### src/rtl/digit_entry_ctrl_pkg.sv
// Shared definitions for the digit entry controller.
//   DIG0..DIG3  : one-hot cursor codes (MSB is the leftmost digit d0)
//   MAX_DIGIT   : largest legal decimal digit value
//   act_e       : the single action applied per cycle, in priority order
//   helpers     : cursor decode, one-hot check and button priority pick
package digit_entry_ctrl_pkg;

    localparam int DIGIT_W    = 4;
    localparam int NUM_DIGITS = 4;

    localparam logic [3:0] DIG0 = 4'b1000;
    localparam logic [3:0] DIG1 = 4'b0100;
    localparam logic [3:0] DIG2 = 4'b0010;
    localparam logic [3:0] DIG3 = 4'b0001;

    localparam logic [DIGIT_W-1:0] MAX_DIGIT = 4'd9;

    typedef enum logic [2:0] {
        ACT_NONE  = 3'd0,
        ACT_UP    = 3'd1,
        ACT_DOWN  = 3'd2,
        ACT_RIGHT = 3'd3,
        ACT_LEFT  = 3'd4
    } act_e;

    function automatic logic [1:0] cursor_to_idx(input logic [3:0] cursor);
        case (cursor)
            DIG1:    return 2'd1;
            DIG2:    return 2'd2;
            DIG3:    return 2'd3;
            default: return 2'd0;
        endcase
    endfunction

    function automatic logic cursor_legal(input logic [3:0] cursor);
        return (cursor == DIG0) || (cursor == DIG1) ||
               (cursor == DIG2) || (cursor == DIG3);
    endfunction

    // Only the highest-priority press survives; the rest are dropped.
    function automatic act_e pick_action(input logic up, input logic down,
                                         input logic right, input logic left);
        if (up)    return ACT_UP;
        if (down)  return ACT_DOWN;
        if (right) return ACT_RIGHT;
        if (left)  return ACT_LEFT;
        return ACT_NONE;
    endfunction

endpackage

### src/rtl/digit_entry_ctrl_if.sv
// Button inputs and display-driver outputs of the digit entry controller.
//   btn_up/down/left/right : raw asynchronous push-buttons, active-high
//   number                 : value of the digit under the cursor
//   currLED                : one-hot cursor
//   digits                 : {d0,d1,d2,d3}, d0 in the top nibble
//   changed                : one-cycle pulse when a digit value changes
// master: button source / display consumer.  slave: the controller.
interface digit_entry_ctrl_if;
    import digit_entry_ctrl_pkg::*;

    logic                          btn_up;
    logic                          btn_down;
    logic                          btn_left;
    logic                          btn_right;
    logic [DIGIT_W-1:0]            number;
    logic [3:0]                    currLED;
    logic [NUM_DIGITS*DIGIT_W-1:0] digits;
    logic                          changed;

    modport master (
        output btn_up, btn_down, btn_left, btn_right,
        input  number, currLED, digits, changed
    );

    modport slave (
        input  btn_up, btn_down, btn_left, btn_right,
        output number, currLED, digits, changed
    );

endinterface

### src/rtl/digit_entry_ctrl_button_debounce.sv
// Per-button conditioning: two-flop synchroniser, counter debounce and
// rising-edge detection of the accepted level.
//   clk         : system clock
//   rst         : synchronous active-low reset
//   raw         : raw asynchronous button level
//   press_pulse : registered one-cycle pulse on each accepted 0->1 transition
module button_debounce #(
    parameter int DEBOUNCE_CYCLES = 1600000,
    parameter int CNT_BITS        = 21
) (
    input  logic clk,
    input  logic rst,
    input  logic raw,
    output logic press_pulse
);

    logic                sync1_reg;
    logic                sync2_reg;
    logic                level_reg;
    logic                level_prev_reg;
    logic                pulse_reg;
    logic [CNT_BITS-1:0] cnt_reg;

    always_ff @(posedge clk) begin
        if (!rst) begin
            sync1_reg      <= 1'b0;
            sync2_reg      <= 1'b0;
            level_reg      <= 1'b0;
            level_prev_reg <= 1'b0;
            pulse_reg      <= 1'b0;
            cnt_reg        <= '0;
        end else begin
            sync1_reg      <= raw;
            sync2_reg      <= sync1_reg;
            level_prev_reg <= level_reg;
            // Registered so the top-level update sees a clean, glitch-free pulse.
            pulse_reg      <= level_reg & ~level_prev_reg;

            // The level flips on the DEBOUNCE_CYCLES-th consecutive cycle
            // that the synced input disagrees with the accepted level.
            if (sync2_reg == level_reg) begin
                cnt_reg <= '0;
            end else if (cnt_reg == CNT_BITS'(DEBOUNCE_CYCLES - 1)) begin
                level_reg <= ~level_reg;
                cnt_reg   <= '0;
            end else begin
                cnt_reg <= cnt_reg + CNT_BITS'(1);
            end
        end
    end

    assign press_pulse = pulse_reg;

endmodule

### src/rtl/digit_entry_ctrl.sv
// Turns four push-buttons into an edited 4-digit decimal value for the
// seven-segment display driver.
//   clk : system clock
//   rst : synchronous active-low reset
//   bus : slave side of digit_entry_ctrl_if (buttons in, display values out)
// Up/down edit the digit under the cursor modulo 10; left/right rotate the
// one-hot cursor. All outputs come straight from registers.
module digit_entry_ctrl
    import digit_entry_ctrl_pkg::*;
#(
    parameter int DEBOUNCE_CYCLES = 1600000,
    parameter int CNT_BITS        = 21
) (
    input  logic                 clk,
    input  logic                 rst,
    digit_entry_ctrl_if.slave    bus
);

    // Button order: 0=up, 1=down, 2=right, 3=left
    logic [3:0] raw_btn;
    logic [3:0] press;

    assign raw_btn = {bus.btn_left, bus.btn_right, bus.btn_down, bus.btn_up};

    generate
        for (genvar gi = 0; gi < 4; gi++) begin : g_btn
            button_debounce #(
                .DEBOUNCE_CYCLES(DEBOUNCE_CYCLES),
                .CNT_BITS       (CNT_BITS)
            ) u_debounce (
                .clk        (clk),
                .rst        (rst),
                .raw        (raw_btn[gi]),
                .press_pulse(press[gi])
            );
        end
    endgenerate

    logic [DIGIT_W-1:0] digit_reg  [NUM_DIGITS];
    logic [DIGIT_W-1:0] digit_next [NUM_DIGITS];
    logic [3:0]         cursor_reg;
    logic [3:0]         cursor_next;
    logic [DIGIT_W-1:0] number_reg;
    logic [DIGIT_W-1:0] number_next;
    logic               changed_reg;
    logic               changed_next;

    act_e               act;
    logic [1:0]         sel;
    logic [DIGIT_W-1:0] cur_val;
    logic [DIGIT_W-1:0] new_val;

    always_comb begin
        digit_next   = digit_reg;
        cursor_next  = cursor_reg;
        number_next  = number_reg;
        changed_next = 1'b0;
        act          = pick_action(press[0], press[1], press[2], press[3]);
        sel          = cursor_to_idx(cursor_reg);
        cur_val      = digit_reg[sel];
        new_val      = cur_val;

        if (!cursor_legal(cursor_reg)) begin
            // Corrupted cursor: snap back to the leftmost digit, drop any action.
            cursor_next = DIG0;
            number_next = digit_reg[0];
        end else begin
            case (act)
                ACT_UP: begin
                    new_val         = (cur_val >= MAX_DIGIT) ? '0 : cur_val + 4'd1;
                    digit_next[sel] = new_val;
                    number_next     = new_val;
                    changed_next    = 1'b1;
                end
                ACT_DOWN: begin
                    new_val         = (cur_val == '0) ? MAX_DIGIT : cur_val - 4'd1;
                    digit_next[sel] = new_val;
                    number_next     = new_val;
                    changed_next    = 1'b1;
                end
                ACT_RIGHT: begin
                    cursor_next = {cursor_reg[0], cursor_reg[3:1]};
                    number_next = digit_reg[cursor_to_idx(cursor_next)];
                end
                ACT_LEFT: begin
                    cursor_next = {cursor_reg[2:0], cursor_reg[3]};
                    number_next = digit_reg[cursor_to_idx(cursor_next)];
                end
                default: begin
                end
            endcase
        end
    end

    always_ff @(posedge clk) begin
        if (!rst) begin
            for (int i = 0; i < NUM_DIGITS; i++) begin
                digit_reg[i] <= '0;
            end
            cursor_reg  <= DIG0;
            number_reg  <= '0;
            changed_reg <= 1'b0;
        end else begin
            digit_reg   <= digit_next;
            cursor_reg  <= cursor_next;
            number_reg  <= number_next;
            changed_reg <= changed_next;
        end
    end

    assign bus.number  = number_reg;
    assign bus.currLED = cursor_reg;
    assign bus.digits  = {digit_reg[0], digit_reg[1], digit_reg[2], digit_reg[3]};
    assign bus.changed = changed_reg;

endmodule

### src/flat_wrapper.sv
// flat-port wrapper written by rule: the top's interface ports become plain ports
module digit_entry_ctrl_flat import digit_entry_ctrl_pkg::*;
#(
    parameter int DEBOUNCE_CYCLES = 1600000,
    parameter int CNT_BITS        = 21
)
  (clk, rst, bus_btn_up, bus_btn_down, bus_btn_left, bus_btn_right, bus_number, bus_currLED, bus_digits, bus_changed);
  digit_entry_ctrl_if bus_i ();
  input  logic clk;
  input  logic rst;
  input wire logic [$bits(bus_i.btn_up)-1:0] bus_btn_up;
  input wire logic [$bits(bus_i.btn_down)-1:0] bus_btn_down;
  input wire logic [$bits(bus_i.btn_left)-1:0] bus_btn_left;
  input wire logic [$bits(bus_i.btn_right)-1:0] bus_btn_right;
  output wire logic [$bits(bus_i.number)-1:0] bus_number;
  output wire logic [$bits(bus_i.currLED)-1:0] bus_currLED;
  output wire logic [$bits(bus_i.digits)-1:0] bus_digits;
  output wire logic [$bits(bus_i.changed)-1:0] bus_changed;
  assign bus_i.btn_up = bus_btn_up;
  assign bus_i.btn_down = bus_btn_down;
  assign bus_i.btn_left = bus_btn_left;
  assign bus_i.btn_right = bus_btn_right;
  assign bus_number = bus_i.number;
  assign bus_currLED = bus_i.currLED;
  assign bus_digits = bus_i.digits;
  assign bus_changed = bus_i.changed;
  digit_entry_ctrl #(.DEBOUNCE_CYCLES(DEBOUNCE_CYCLES), .CNT_BITS(CNT_BITS)) u_core (.clk(clk), .rst(rst), .bus(bus_i));
endmodule
### config.mk
export PLATFORM = sky130hd
export DESIGN_NAME = digit_entry_ctrl_flat
export DESIGN_NICKNAME = d
export VERILOG_FILES = /design/src/rtl/digit_entry_ctrl_pkg.sv /design/src/rtl/digit_entry_ctrl_if.sv /design/src/rtl/digit_entry_ctrl_button_debounce.sv /design/src/rtl/digit_entry_ctrl.sv /design/src/flat_wrapper.sv
export SDC_FILE = /design/constraint.sdc
export NUM_CORES = 1
export LEC_CHECK = 0
export CAP_MARGIN = 20
export CORE_MARGIN = 5
export CORE_UTILIZATION = 60
export DETAILED_ROUTE_END_ITERATION = 7
export PLACE_DENSITY_LB_ADDON = 0.1
export SYNTH_ARGS = -nofsm -noshare
export SYNTH_HDL_FRONTEND = slang
export SYNTH_SLANG_ARGS = --single-unit
### constraint.sdc
create_clock -name clk -period 3.8 [get_ports clk]
set_input_delay 0.57 -clock clk [delete_from_list [all_inputs] [get_ports clk]]
set_output_delay 0.57 -clock clk [all_outputs]
set_load 0.05 [all_outputs]
Word level (Yosys, flattened, before mapping)
Cells that the tools add are included.
Word-level totals
  flip-flop bits (word level): 129
  latch bits: 0
  memory bits (writable): 0
  ROM bits: 0
  input bits: 6
  logic and storage cells: 148
  memories: 0
Cells by class
  add/subtract/negate cells: 6
  multipliers: 0
  div/mod/pow operators: 0
  $lt $le $gt $ge: 5
  equality and inequality tests: 23
  shift-type cells: 0
  mux-type cells: 45
  bitwise gates (word level): 20
  reduce and logical (&&, ||, !) cells: 18
Operators by type and width (number)
  adder 21 x 1 -> 21 bit (second input constant): 4
  == test 21 bit (second input constant): 4
  two-way mux 4 bit: 10
  bitwise mux 16 bit: 2
  case mux 16 bit (2 select lines): 1
  binary-select mux 4 bit (select 2 bit): 3
  two-way mux 3 bit: 8
  case mux 2 bit (3 select lines): 3
  case mux 4 bit (4 select lines): 1
  inverter 1 bit: 13
  == test 4 x 1 -> 1 bit (second input constant): 3
  == test 4 x 2 -> 1 bit (second input constant): 3
  == test 4 x 3 -> 1 bit (second input constant): 3
  AND reduction 2 bit: 6
  OR reduction 3 bit: 4
  two-way mux 1 bit: 11
  >= comparator 3 bit (second input constant): 3
  inverter 2 -> 3 bit: 3
  demux 4 bit (select 2 bit): 1
  two-way mux 2 bit: 4
  case mux 4 bit (2 select lines): 1
  == test 3 x 2 -> 1 bit (second input constant): 2
  inequality test 5 bit (second input constant): 1
  adder 4 x 1 -> 4 bit (second input constant): 1
  13 further kinds: 22

Longest topological paths before layout
Gate-level depths: netlist (run 1).
  depth in word-level cells: 20
  depth in mapped cells: 11

Modules after synthesis
A second synthesis (run 1) with hierarchy kept.
Second synthesis, totals
  cells, all modules: 692
  area, all modules: 6248.5 um2
By module, submodules not included
  button_debounce: instances 4, cells each 117, area an instance 1111.1 um2, sequential area each 520.5 um2
  digit_entry_ctrl: instances 1, cells each 224, area an instance 1804.2 um2, sequential area each 500.5 um2

Worst setup path before layout (run 1)
No wires, ideal clock.
  path type: register -> register
  start point: register u_core.cursor_reg[0], in the netlist u_core.bus.currLED[0]
  end point: register u_core.number_reg[1], in the netlist u_core.bus.number[1]
  setup time: 101 ps
  data arrival time: 2887 ps
  path slack: 812 ps
  cell stages (with the launch flop): 9
  period minus slack after synthesis: 2988 ps
  path through: dfxtp_1 buf_2 nor4b_4 a21oi_2 a222oi_1 ha_1 a311oi_1 nor3_1 o41ai_1
Between the ends
  cells in the longest elaborated chain, start to end: 10
  elaborated cells between the ends (all ways): 41
  those cells by class: add/sub (2); order compare (1); eq/ne (11); mux (20); bitwise (3); reduce/logical (4)
RTL lines
  start: declaration: line digit_entry_ctrl.sv:41  | logic [3:0] cursor_reg;
  start signal: assignment: line digit_entry_ctrl.sv:105  | cursor_reg <= cursor_next;
  == test 4 x 1 -> 1 bit, or another cell as far along: line digit_entry_ctrl_pkg.sv:27, digit_entry_ctrl_pkg.sv:37
  case mux 2 bit (3 select lines): line digit_entry_ctrl_pkg.sv:27  | case (cursor)
  inverter 2 -> 3 bit (not written as such) / two-way mux 2 bit (equally long branches): line digit_entry_ctrl.sv:60, digit_entry_ctrl.sv:68
  binary-select mux 4 bit (select 2 bit) / two-way mux 2 bit (equally long branches): line digit_entry_ctrl.sv:60, digit_entry_ctrl.sv:63
  two-way mux 4 bit (not written as such), or another cell as far along (2 in series): line digit_entry_ctrl.sv:60  | cur_val = digit_reg[sel];
  subtractor 4 x 1 -> 4 bit, or another cell as far along: line digit_entry_ctrl.sv:76  | new_val = (cur_val == '0) ? MAX_DIGIT : cur_val - 4'd1;
  two-way mux 4 bit (on tied branches)
  case mux 4 bit (4 select lines): line digit_entry_ctrl.sv:68  | case (act)
  two-way mux 4 bit: line digit_entry_ctrl.sv:63  | if (!cursor_legal(cursor_reg)) begin
  end signal: assignment: line digit_entry_ctrl.sv:106  | number_reg <= number_next;
  end: declaration: line digit_entry_ctrl.sv:43  | logic [DIGIT_W-1:0] number_reg;
Several ways; a longest one is shown, not always the timed one. The select of a mux whose other input is x is not followed.
A chain may end at the register's enable or synchronous reset.

Worst setup path in the final report (run 1)
  start point: register u_core.cursor_reg[1], in the netlist u_core.bus.currLED[1]
  end point: register u_core.digit_reg (netlist bit u_core.bus.digits[9])
Between the ends
  cells in the longest elaborated chain, start to end: 10
  elaborated cells between the ends (all ways): 27
  those cells by class: add/sub (2); order compare (3); eq/ne (4); mux (11); bitwise (1); reduce/logical (6)
RTL lines
  == test 4 x 1 -> 1 bit, or another cell as far along: line digit_entry_ctrl_pkg.sv:27, digit_entry_ctrl_pkg.sv:37
  case mux 2 bit (3 select lines): line digit_entry_ctrl_pkg.sv:27
  inverter 2 -> 3 bit (not written as such): line digit_entry_ctrl.sv:60, digit_entry_ctrl.sv:71, digit_entry_ctrl.sv:77
  binary-select mux 4 bit (select 2 bit): line digit_entry_ctrl.sv:60
  two-way mux 4 bit (not written as such) (2 in series): line digit_entry_ctrl.sv:60
  subtractor 4 x 1 -> 4 bit, or another cell as far along: line digit_entry_ctrl.sv:76
  two-way mux 4 bit (on tied branches): line digit_entry_ctrl.sv:76, digit_entry_ctrl.sv:70
  bitwise mux 16 bit (on tied branches): line digit_entry_ctrl.sv:77, digit_entry_ctrl.sv:71
  case mux 16 bit (2 select lines): line digit_entry_ctrl.sv:68
  end signal: assignment: line digit_entry_ctrl.sv:104  | digit_reg <= digit_next;
  end: declaration: line digit_entry_ctrl.sv:39  | logic [DIGIT_W-1:0] digit_reg [NUM_DIGITS];
Several ways; a longest one is shown, not always the timed one. The select of a mux whose other input is x is not followed.

==> metrics.md, run 1 <==
| Metric | Value |
|---|---|
| Status | `finished, final reports clean` |
| Wire per inst | `between 10 and 15 µm` |
| Slew Limit Fails | `0` |
| Worst Clk Skew | `slightly above 6 ps` |
| Initial Utilization | `0.615` |
| RSZ-0062 raised after global routing | `no` |
| Synth area leader | `dfxtp_1` |
| Area contributors post-synth | `dfxtp_1, xor2_1, nor2_1` |
| Slew HR | `0.441` |
| Clk Latency, worst-skew pair | `between 500 and 600 ps` |
| Ys flop type | `dfxtp_1` |
| N_diodes | `0` |
| Syn Std Cell Area | `0.00598 mm²` |
| Async S/R FF share, synth | `0` |
| Final Cycle Share | `0.786` |
| Drt first-iter violations | `330` |
| CTS Buf Count | `17` |
| Largest register FFs | `between 80 and 90` |
| Finished Layout Cells | `between 800 and 900` |
| Placed Area | `~0.0064 mm²` |
| Setup TNS | `0 ps` |
| Post-synthesis cell type count | `between 50 and 60` |
| Fin area | `around 0.0070 mm²` |
| DRC | `0` |
| Pre-antenna DRT Iters | `5` |
| Synthesized instance count | `687` |
| Critical-path cell list | `nand3b_1 -> nand2_1 -> a222oi_1 -> buf_4 -> inv_1 -> ha_1 -> nand2b_1 -> o21ai_0 -> a31oi_1 -> a21oi_1` |
| Met1 usage | `0.289` |
| Largest net degree at the start of global routing | `23` |
| VDD IR-drop max | `about 370 µV` |
| Count leader, synth | `dfxtp_1` |
| Buf/Inv on CP | `2` |
| Power Total | `a little under 0.003 W` |
| Core region area | `slightly below 0.01 mm²` |
| Kind of cell adding the most delay to the critical path | `compound AO/OA/AOI/OAI gates` |
| Yosys warning count | `0` |
| CP required | `4250 ps` |
| #FFs+latches synth | `around 130` |
| Placed Cells | `roughly 830` |
| Layout cells sized above 1 | `0.0711` |
| Synthesis-to-layout area growth | `16.2%` |
| Worst-path clk slew | `around 60 ps` |
| Worst Hold Class | `flop to flop` |
| Initial antenna violation count | `0` |
| Crit path kind | `flop to flop` |
| Yosys top cell area share | `0.432` |
| H-tree Lvls | `4` |
| First-pass GRT wire length | `about 22 mm` |
| GR Util met3 | `0.0517` |
| Hold buffer count at cts | `0` |
| CP Capture Type | `flop` |
| Sink Count | `roughly 130` |
| Largest stage delay on the critical path | `860 ps` |
| Post-CTS Setup Bufs | `0` |
| Fin nets | `732` |
| Final Hold Viols | `0` |
| Syn Area/Cell | `a little under 9 µm²` |
| Post-synthesis sequential area ratio | `0.432` |
| Die height | `between 100 and 150 µm` |
| Chip width | `110 µm` |
| CTS tree | `yes` |
| CP max FO | `22` |
| Residual overflow from global routing | `0` |
| Vias after detailed routing | `between 4000 and 5000` |
| Worst-margin pin slew | `around 840 ps` |
| Period minus WS final | `between 2000 and 3000 ps` |
| Num ports | `31` |
| Slowest stage cell, crit path | `dfxtp_1` |
| Power per cell area | `roughly 430 mW/mm²` |
| Detailed placement HPWL | `roughly 8.9 mm` |
| Final setup fails | `0` |
| Max Freq | `335 MHz` |
| Post-synth EDFFs | `0` |
| Met2 usage | `0.369` |
| Die area | `0.0121 mm²` |
| Most Used Layer, Global Route | `met2` |
| Root buf cell | `clkbuf_8` |
| Vias in the first global route | `between 4000 and 5000` |
| Max-Cap Viols | `0` |
| Clock tree buffer depth | `2` |
| Lkg Pwr | `roughly 2.4 nW` |
| Syn Nets | `around 700` |
| # rows | `36` |
| Port buffer count | `30` |
| Top post-synthesis cells by count | `dfxtp_1, nor2_1, nand2_1` |
| Post-cts resize count | `0` |
| Final Util | `0.715` |
| GRT Overall Usage | `0.227` |
| Final ANT Viol Nets | `0` |
| Critical path data arrival time | `~3400 ps` |
| Critical path launch point type | `flop` |
| Routability cong. | `0.875` |
| WL final | `between 10 and 15 mm` |
| Via density | `roughly 5.7` |
==> metal layers <==
| metal | up-vias | routed length, µm |
|---|---|---|
| met5 | - | 0 |
| met4 | 0 | 271 |
| met3 | 25 | 584 |
| met2 | 131 | 6100 |
| met1 | 2300 | 5970 |
| li1 | 2460 | - |
==> kinds of logic (layout without fill, tap and decap cells) <==
group	Yosys count	in the layout	share of synthesized area
fa+ha+maj	8	8	0.0167
flops	129	129	0.432
xor+xnor	81	81	0.122
simple gates	336	336	0.282
mux	17	17	0.0284
buf+inv	36	80	0.0263
compound gates	80	80	0.0935
==> area by class of cell <==
type                    instances  area (µm²)
well taps                     133         166
multi-input cells             522        3240
fillers                       779        2770
inverters                      11        41.3
flip-flops and latches        129        2580
clock inverters                 9         105
repair buffers                 37         350
clock buffers                  23         467
==> stage by stage <==
step	hold slack [ps]	setup WS [ps]
6_report	381	813
5_1_grt	400	548
4_1_cts	385	868
3_5_place_dp	374	878
3_3_place_gp	375	1020
2_1_floorplan	367	812
==> path summary, 6_finish.rpt <==
| kind | from | to | slack [ps] | cells past startpoint |
|---|---|---|---|---|
| min reg2reg | u_core.g_btn[1].u_debounce.level_prev_reg | u_core.g_btn[1].u_debounce.press_pulse | 380 | 1 |
| max reg2reg | u_core.bus.currLED[1] | u_core.bus.digits[9] | 810 | 10 |
| min | u_core.g_btn[1].u_debounce.level_prev_reg | u_core.g_btn[1].u_debounce.press_pulse | 380 | 1 |
| max | u_core.bus.currLED[1] | u_core.bus.digits[9] | 810 | 10 |
==> layout by cell type (no fill, tap or decap), types with 11 or more instances in the layout <==
cell / netlist / routed
nand4_1: 19 / 19
a21oi_1: 11 / 11
mux2i_1: 17 / 17
nand2_1: 56 / 56
and2_1: 22 / 22
and3_1: 12 / 12
nor3_1: 16 / 16
clkbuf_16: 0 / 16
clkdlybuf4s50_1: 0 / 30
inv_1: 11 / 11
dfxtp_1: 129 / 129
nor2b_1: 11 / 11
nor2_1: 116 / 116
nand3_1: 30 / 30
xor2_1: 53 / 53
o21ai_0: 21 / 21
xnor2_1: 27 / 27
==> power breakdown <==
group | switching [W] | total (W) | internal (W)
combinational | 0.0000180 | 0.0000292 | 0.0000112
clock | 0.000588 | 0.00157 | 0.000984
sequential | 0.00000252 | 0.00136 | 0.00136
No activity file was read; power rests on OpenSTA's default activity.
==> run 2, diff against run 1 <==
Settings changed: CORE_UTILIZATION 60 to 54.
Clock period 3.8 ns to 2.4 ns, I/O delays scaled along.
==> run 2 against run 1 <==
Against the previous run: via count is 1.9% higher; power is 58% higher; first-iteration DRC count is 8.5% higher; final area is 6.5% higher; sequential power is 58% higher; worst hold slack better by 2.6 ps; critical path depth is 8 lower; utilization is 3.2 points lower; die area is 10% higher; clock power is 57% higher; critical endpoint is now bus_currLED[3].
==> metrics.md, run 2 (synthesis results as in run 1) <==
| Metric | Value |
|---|---|
| Slew HR | `0.556` |
| Largest register FFs | `84` |
| Clk Latency, worst-skew pair | `about 530 ps` |
| Worst Hold Class | `flop to flop` |
| Synthesis-to-layout area growth | `23.8%` |
| CP max FO | `9` |
| Routability cong. | `0.895` |
| Detailed placement HPWL | `9.18 mm` |
| Layout cells sized above 1 | `0.153` |
| CP Capture Type | `output port` |
| Sink Count | `around 130` |
| Final worst slack | `60.6 ps` |
| N_diodes | `0` |
| Final ANT Viol Nets | `0` |
| Setup TNS | `0 ps` |
| WHS | `around 380 ps` |
| Final setup fails | `0` |
| Status | `finished, final reports clean` |
| Port buffer count | `30` |
| Core region area | `approximately 0.011 mm²` |
| CP required | `a little over 2000 ps` |
| Chip width | `between 100 and 150 µm` |
| Max-Cap Viols | `0` |
| Largest net degree at the start of global routing | `24` |
| H-tree Lvls | `4` |
| Highest routed layer | `met4` |
| Root buf cell | `clkbuf_8` |
| Die area | `around 0.013 mm²` |
| Vias in the first global route | `slightly below 5000` |
| Pre-antenna DRT Iters | `5` |
| RSZ-0062 raised after global routing | `yes` |
| Wl on met1 | `6.31 mm` |
| WL final | `~13 mm` |
| Crit path kind | `flop to output port` |
| VDD IR-drop max | `between 600 and 700 µV` |
| GRT Overall Usage | `0.215` |
| Worst Clk Skew | `between 4 and 5 ps` |
| First-pass GRT wire length | `between 20 and 25 mm` |
| Lkg Pwr | `around 2.6 nW` |
| Commonest cells after routing, fill and taps aside | `dfxtp_1, nor2_1, nand2_1` |
| Clock tree buffer depth | `2` |
| Die height | `115 µm` |
| Worst-path clk slew | `~60 ps` |
| Initial Utilization | `0.552` |
| Fin nets | `770` |
| Final Hold Viols | `0` |
| Period minus WS final | `2340 ps` |
| Residual overflow from global routing | `0` |
| Via density | `roughly 5.5` |
| Power per cell area | `630 mW/mm²` |
| Hold buffer count at cts | `0` |
| Pre-CTS setup slack | `about 4.5 ps` |
| Initial antenna violation count | `0` |
| # rows | `38` |
| CTS Buf Count | `17` |
| Critical path data arrival time | `~2000 ps` |
| Critical path launch point type | `flop` |
| Met2 wire len | `between 6 and 7 mm` |
| Worst-margin pin slew | `~660 ps` |
| Slew Limit Fails | `0` |
| DRC | `0` |
| CTS tree | `yes` |
| Final Cycle Share | `0.975` |
| Drt first-iter violations | `roughly 360` |
| Vias after detailed routing | `5009` |
| Commonest non-fill, non-tap cell in the layout | `dfxtp_1` |
| Num ports | `31` |
| Wire per inst | `~15 µm` |
| Fillers | `about 910` |
| Met3 wire length | `~480 µm` |
| Max Freq | `roughly 430 MHz` |
==> run 2: changes by cell type in the layout (fill, tap and decap cells not counted), sizes merged <==
cell    delta
buf       +39
clkbuf     -6
clkinv     +4
inv        +1
==> run 2: area by class of cell <==
| cell class | instances | area, µm² | area share |
|---|---|---|---|
| repair buffers | 75 | 642 | 0.0866 |
| well taps | 140 | 175 | 0.0236 |
| flip-flops and latches | 129 | 2590 | 0.350 |
| clock inverters | 14 | 138 | 0.0186 |
| inverters | 11 | 41.3 | 0.00557 |
| clock buffers | 18 | 428 | 0.0578 |
| multi-input cells | 522 | 3390 | 0.458 |
==> run 2: worst paths after layout <==
kind	from	endpoint	slack, ps	cells after the start
worst min-delay path	u_core.g_btn[0].u_debounce.level_prev_reg	u_core.g_btn[0].u_debounce.press_pulse	380	1
worst max-delay path	u_core.bus.currLED[3]	bus_currLED[3]	60	2
worst max register to register	u_core.bus.currLED[2]	u_core.bus.digits[2]	70	9
worst min register to register	u_core.g_btn[0].u_debounce.level_prev_reg	u_core.g_btn[0].u_debounce.press_pulse	380	1
==> run 2: per-stage QoR <==
stage / cell area (µm²) / std cells / total power (W) / util
after floorplan: 6050 / 687 / 0.00223 / -
after global placement: 6670 / 868 / 0.00225 / 0.615
after detailed placement: 6670 / 868 / 0.00225 / 0.615
after CTS: 7260 / 904 / 0.00472 / 0.670
after global routing: 7410 / 909 / 0.00483 / 0.684
final: 7410 / 909 / 0.00467 / 0.684
==> run 2: worst max-delay path: stages (launching register included) <==
cell             delay [ps]
dfxtp_2                 430
buf_4                   200
clkdlybuf4s50_1         810
==> run 2: report_power, final <==
part	leakage, nW	internal, W	total (W)	switching (W)
logic	1.27	0.0000204	0.0000504	0.0000300
clock network	0.285	0.00150	0.00247	0.000969
registers	1.04	0.00215	0.00215	0.00000379
==> run 2: timing repair <==
| action | 4_1_cts | 5_1_grt |
|---|---|---|
| setup endpoints to repair | 2 | 15 |
| hold endpoints to repair | 0 | 0 |
| pin swaps | 0 | 10 |
| gates cloned | 0 | 0 |
| buffers inserted | 4 | 5 |
| gates resized for setup | 1 | 22 |
==> run 2: routing by layer <==
metal / vias to the layer above / GRT usage
li1: 2538 / -
met1: 2358 / 0.270
met2: 90 / 0.345
met3: 23 / 0.0611
met4: 0 / 0.0923
met5: - / 0
==> run 3, diff against run 2 <==
Settings changed: SKIP_LAST_GASP set to 1.
==> results of run 3 <==
The final DEF is identical to that of run 2; final timing and power are the same.
